<file path="config.mk">
export PLATFORM = sky130hd
export DESIGN_NAME = dlx_sequencer
export DESIGN_NICKNAME = d
export VERILOG_FILES = /design/src/rtl/dlx_seq_pkg.sv /design/src/rtl/dlx_seq_perf.sv /design/src/rtl/dlx_sequencer.sv
export SDC_FILE = /design/constraint.sdc
export NUM_CORES = 1
export LEC_CHECK = 0
export BUFFER_PORTS_ARGS = -buffer_cell sky130_fd_sc_hd__buf_2
export CAP_MARGIN = 20
export CORE_AREA = 2 2 39 41
export DETAILED_ROUTE_END_ITERATION = 8
export DIE_AREA = 0 0 41 43
export GPL_TIMING_DRIVEN = 1
export PLACE_DENSITY = 0.69
export SKIP_LAST_GASP = 1
export SLEW_MARGIN = 20
export SYNTH_ARGS = -nofsm -noshare
export SYNTH_HDL_FRONTEND = slang
export SYNTH_SLANG_ARGS = --single-unit
</file>
<file path="constraint.sdc">
create_clock -name clk -period 1.7 [get_ports clk]
set_clock_uncertainty 0.05 [all_clocks]
set_input_delay 0.255 -clock clk [delete_from_list [all_inputs] [get_ports clk]]
set_output_delay 0.255 -clock clk [all_outputs]
set_load 0.05 [all_outputs]
</file>
<file path="src/rtl/dlx_seq_pkg.sv">
// Shared types and constants for the DLX multi-cycle sequencer.
// State encoding, next-PC select codes and the branch decision helper.
package dlx_seq_pkg;

  typedef enum logic [2:0] {
    ST_IDLE   = 3'd0,
    ST_FETCH  = 3'd1,
    ST_DECODE = 3'd2,
    ST_EXEC   = 3'd3,
    ST_MEM    = 3'd4,
    ST_WB     = 3'd5
  } state_e;

  localparam logic [1:0] PC_SEL_SEQ = 2'd0;
  localparam logic [1:0] PC_SEL_BR  = 2'd1;
  localparam logic [1:0] PC_SEL_J   = 2'd2;
  localparam logic [1:0] PC_SEL_JR  = 2'd3;

  function automatic logic br_taken(
    input logic bz,
    input logic bnz,
    input logic zero
  );
    return (bz & zero) | (bnz & ~zero);
  endfunction

endpackage

</file>
<file path="src/rtl/dlx_seq_perf.sv">
// Performance counters for the DLX sequencer.
// Counts busy cycles and retired instructions (pc_we pulses), wrapping.
module dlx_seq_perf (
  input  logic        clk,
  input  logic        rst_n,
  input  logic        i_busy,
  input  logic        i_pc_we,
  output logic [31:0] o_cycle_cnt,
  output logic [31:0] o_instr_cnt
);

  logic [31:0] r_cycle_cnt;
  logic [31:0] r_instr_cnt;

  // Free-running counters gated by activity; natural 32-bit wrap.
  always_ff @(posedge clk or negedge rst_n) begin
    if (!rst_n) begin
      r_cycle_cnt <= '0;
      r_instr_cnt <= '0;
    end else begin
      if (i_busy)  r_cycle_cnt <= r_cycle_cnt + 32'd1;
      if (i_pc_we) r_instr_cnt <= r_instr_cnt + 32'd1;
    end
  end

  assign o_cycle_cnt = r_cycle_cnt;
  assign o_instr_cnt = r_instr_cnt;

endmodule

</file>
<file path="src/rtl/dlx_sequencer.sv">
// Multi-cycle DLX sequencer: fetch/decode/exec/mem/wb control.
// Optional perf counters when DLX_SEQ_PERF_EN is defined.
module dlx_sequencer
  import dlx_seq_pkg::*;
(
  input  logic        clk,
  input  logic        rst_n,
  input  logic        run,
  input  logic        mem_wr,
  input  logic        reg_wr,
  input  logic        mem_to_reg,
  input  logic        branch_z,
  input  logic        branch_nz,
  input  logic        jmp,
  input  logic        jmp_r,
  input  logic        link,
  input  logic        zero,
  input  logic        imem_ready,
  input  logic        dmem_ready,
  output logic        imem_req,
  output logic        ir_we,
  output logic        dmem_req,
  output logic        dmem_we,
  output logic        rf_we,
  output logic        pc_we,
  output logic [1:0]  pc_sel,
`ifdef DLX_SEQ_PERF_EN
  output logic [31:0] cycle_cnt,
  output logic [31:0] instr_cnt,
`endif
  output logic        busy,
  output logic [2:0]  state
);

  state_e r_state;
  state_e w_next;
  state_e w_end_next;

  // Where control goes when an instruction completes.
  assign w_end_next = run ? ST_FETCH : ST_IDLE;

  // State register; async reset kills any outstanding request at once.
  always_ff @(posedge clk or negedge rst_n) begin
    if (!rst_n) r_state <= ST_IDLE;
    else        r_state <= w_next;
  end

  // Next state and control outputs from state plus live inputs.
  always_comb begin
    w_next   = r_state;
    imem_req = 1'b0;
    ir_we    = 1'b0;
    dmem_req = 1'b0;
    dmem_we  = 1'b0;
    rf_we    = 1'b0;
    pc_we    = 1'b0;
    pc_sel   = PC_SEL_SEQ;
    unique case (r_state)
      ST_IDLE: begin
        if (run) w_next = ST_FETCH;
      end
      ST_FETCH: begin
        imem_req = 1'b1;
        if (imem_ready) begin
          ir_we  = 1'b1;
          w_next = ST_DECODE;
        end
      end
      ST_DECODE: begin
        w_next = ST_EXEC;
      end
      ST_EXEC: begin
        if (branch_z | branch_nz) begin
          pc_we  = 1'b1;
          pc_sel = br_taken(branch_z, branch_nz, zero)
                 ? PC_SEL_BR : PC_SEL_SEQ;
          w_next = w_end_next;
        end else if ((jmp | jmp_r) & ~link) begin
          pc_we  = 1'b1;
          pc_sel = jmp ? PC_SEL_J : PC_SEL_JR;
          w_next = w_end_next;
        end else if (mem_wr | mem_to_reg) begin
          w_next = ST_MEM;
        end else begin
          w_next = ST_WB;
        end
      end
      ST_MEM: begin
        dmem_req = 1'b1;
        dmem_we  = mem_wr;
        if (dmem_ready) begin
          if (mem_wr) begin
            pc_we  = 1'b1;
            w_next = w_end_next;
          end else begin
            w_next = ST_WB;
          end
        end
      end
      ST_WB: begin
        rf_we  = reg_wr | link;
        pc_we  = 1'b1;
        if (link & jmp)        pc_sel = PC_SEL_J;
        else if (link & jmp_r) pc_sel = PC_SEL_JR;
        else                   pc_sel = PC_SEL_SEQ;
        w_next = w_end_next;
      end
      default: begin
        w_next = ST_IDLE;
      end
    endcase
  end

  assign busy  = (r_state != ST_IDLE);
  assign state = r_state;

`ifdef DLX_SEQ_PERF_EN
  dlx_seq_perf u_perf (
    .clk         (clk),
    .rst_n       (rst_n),
    .i_busy      (busy),
    .i_pc_we     (pc_we),
    .o_cycle_cnt (cycle_cnt),
    .o_instr_cnt (instr_cnt)
  );
`endif

endmodule

</file>
==> flow_summary.toml <==
[yosys]
netlist_area_um2 = 387
synth_nets = 59
synth_cell_types = 27
async_flop_share_pct = 100
yosysWarnings = 0
synth-seq-cells = 3
synth_ff_type = "dfrtp_1"
synthCells = 45
syn_area_per_cell_um2 = 8.59
synth-edff-count = 0
ys_seq_area_share_pct = 19.4

[global_route]
grt_pass1_vias = 432
overflow = 0
antenna_found_initial = 0
grt_pass1_wl_um = 1790
grtUsageTotal_pct = 14.9
grt_max_degree = 17

[clock_network]
clk_path_buf_depth = 2
cts_sinks = 3
cts_root_buffer = "clkbuf_4"
htree_levels = 1
clk_pin_slew_ns = 0.03
numCtsBuffers = 3
cts_tree = "yes"
clock_latency_ns = 0.23

[layout]
syn_to_final_growth_pct = 89.0
nets = 95
diodes = 0
largest_reg_flops = 3
final_common_cell = "buf_2"
fill_cells = 132
final_cell_mix = "buf_2, buf_4, buf_6"
seqCellArea_um2 = 78.8
drive_gt1_share_pct = 68.8
fin_cells = 96
stdcell_area_um2 = 731
multiInputGateArea_um2 = 359

[sta]
period_share_pct = 103
setup_slack_ns = -0.0432
setup_viol = 2
min_period_ns = 1.74
slew_headroom_pct = 80.9
final_max_slew_viol_count = 0
max_freq_mhz = 574
tightest_slew_ns = 0.278
rsz0062_at_grt = "yes"
hold_viol_final = 0
setup_tns_ns = -0.0607

[drt]
drt_iter0_drc = 1
ant_nets = 0
wl_per_cell_um = 11.6
dr.pass1.iters = 4
vias_per_cell = 4.88
drc_errors = 0
wirelength_um = 1110
via_count = 468

[worst_setup_path]
timing.rr.start = "state[2]"
reg2reg_depth = 5
worstSetupPathType = "reg -> out"
rrSetupSlack_ns = 0.25
end_kind = "primary output"
worst-path-max-fanout = 2
cp-start-kind = "register"
reg2reg_to = "state[0]"
cp.arrival_ns = 1.44
required_ns = 1.39
crit_start = "state[2]"

[floorplan]
rows = 14
start_util_pct = 27.9
die_h_um = 43
io-pin-count = 26
die_area_um2 = 1760
die_x_um = 41
core_area_um2 = 1380

[place]
port_buffers = 25
dpl.hpwl_um = 851
dp_cells = 89
place.gp.congestion = 0.655
post_dp_cell_area_um2 = 624

[hold_path]
hp-start = "imem_ready"
holdPathEnd = "state[0]"
hp-class = "in -> reg"
hold_depth = 2

[power_and_ir_drop]
powerDensity_nw_per_um2 = 1560
ir_drop_mv = 1.04
p_leak_nw = 0.364

[status]
status = "finished, violations left"
violations = "negative setup slack"

[job]
cap_viol_max_count = 0
==> through the flow <==
step           utilization [%]  setup slack [ns]  hold WS (ns)  total power, W
2_1_floorplan                -            -0.174       -0.0906        0.000798
3_3_place_gp              45.1           -0.0246      0.000873        0.000927
3_5_place_dp              45.1           -0.0550       0.00308        0.000935
4_1_cts                   51.4           -0.0654         0.204         0.00111
5_1_grt                   52.8            -0.129         0.209         0.00122
6_report                  52.8           -0.0432         0.213         0.00114
==> timing repair <==
action / in CTS / in global routing
hold buffers: 1 / 0
buffers inserted: 2 / 0
resized for setup: 11 / 7
pin swaps: 3 / 0
setup endpoints to repair: 7 / 7
endpoints found under the hold margin: 3 / 0
==> routing by layer <==
layer	vias up	GRT usage (%)	part of all wire, %
met3	0	1.57	6.0
met1	215	19.7	42
met2	18	22.5	52
li1	235	-	-
met5	-	0	0
met4	0	8.00	0
==> power by group <==
part	switching [W]	total, W	leakage (nW)	internal, W
combinational	0.000494	0.000837	0.315	0.000343
sequential	0.0000797	0.000183	0.0343	0.000103
clock	0.0000317	0.000119	0.0150	0.0000876
total	0.000606	0.00114	0.364	0.000533
==> layout make-up <==
type | count | share of cell area (%)
inverter | 3 | 1.54
clock buffer | 4 | 3.60
timing repair buffer | 33 | 32.2
multi-input combinational | 37 | 49.1
tap | 16 | 2.74
sequential | 3 | 10.8
==> cell usage after synthesis (2+ instances only) <==
cell type / instances / area share [%]
buf_4: 2 / 3.9
dfrtp_1: 3 / 19
inv_1: 3 / 2.9
nand2_1: 3 / 2.9
nand2b_1: 4 / 6.5
nand3b_4: 2 / 10
nor2_1: 7 / 6.8
o21ai_0: 2 / 2.6
==> worst max-delay path, stage by stage (launching register included) <==
cell	delay, ns
dfrtp_2	0.42
nor4bb_4	0.27
o21ai_2	0.10
o32ai_4	0.22
buf_6	0.19
==> worst max-delay path by stage <==
stage                endpoint  slack (ns)
CTS                 pc_sel[0]       -0.07
global placement    pc_sel[0]       -0.02
global route        pc_sel[0]       -0.13
detailed placement  pc_sel[0]       -0.06
floorplan           pc_sel[0]       -0.17
finish              pc_sel[0]       -0.04
==> logic make-up (layout without fill, tap and decap cells) <==
kind of cell	count (synthesis)	count (layout)	share of synthesized area (%)
flops	3	3	19.4
compound gates	14	14	31.4
buf+inv	5	40	6.79
mux	2	2	5.50
simple gates	21	21	36.9
Note: power is estimated with default switching activity, not from simulation.
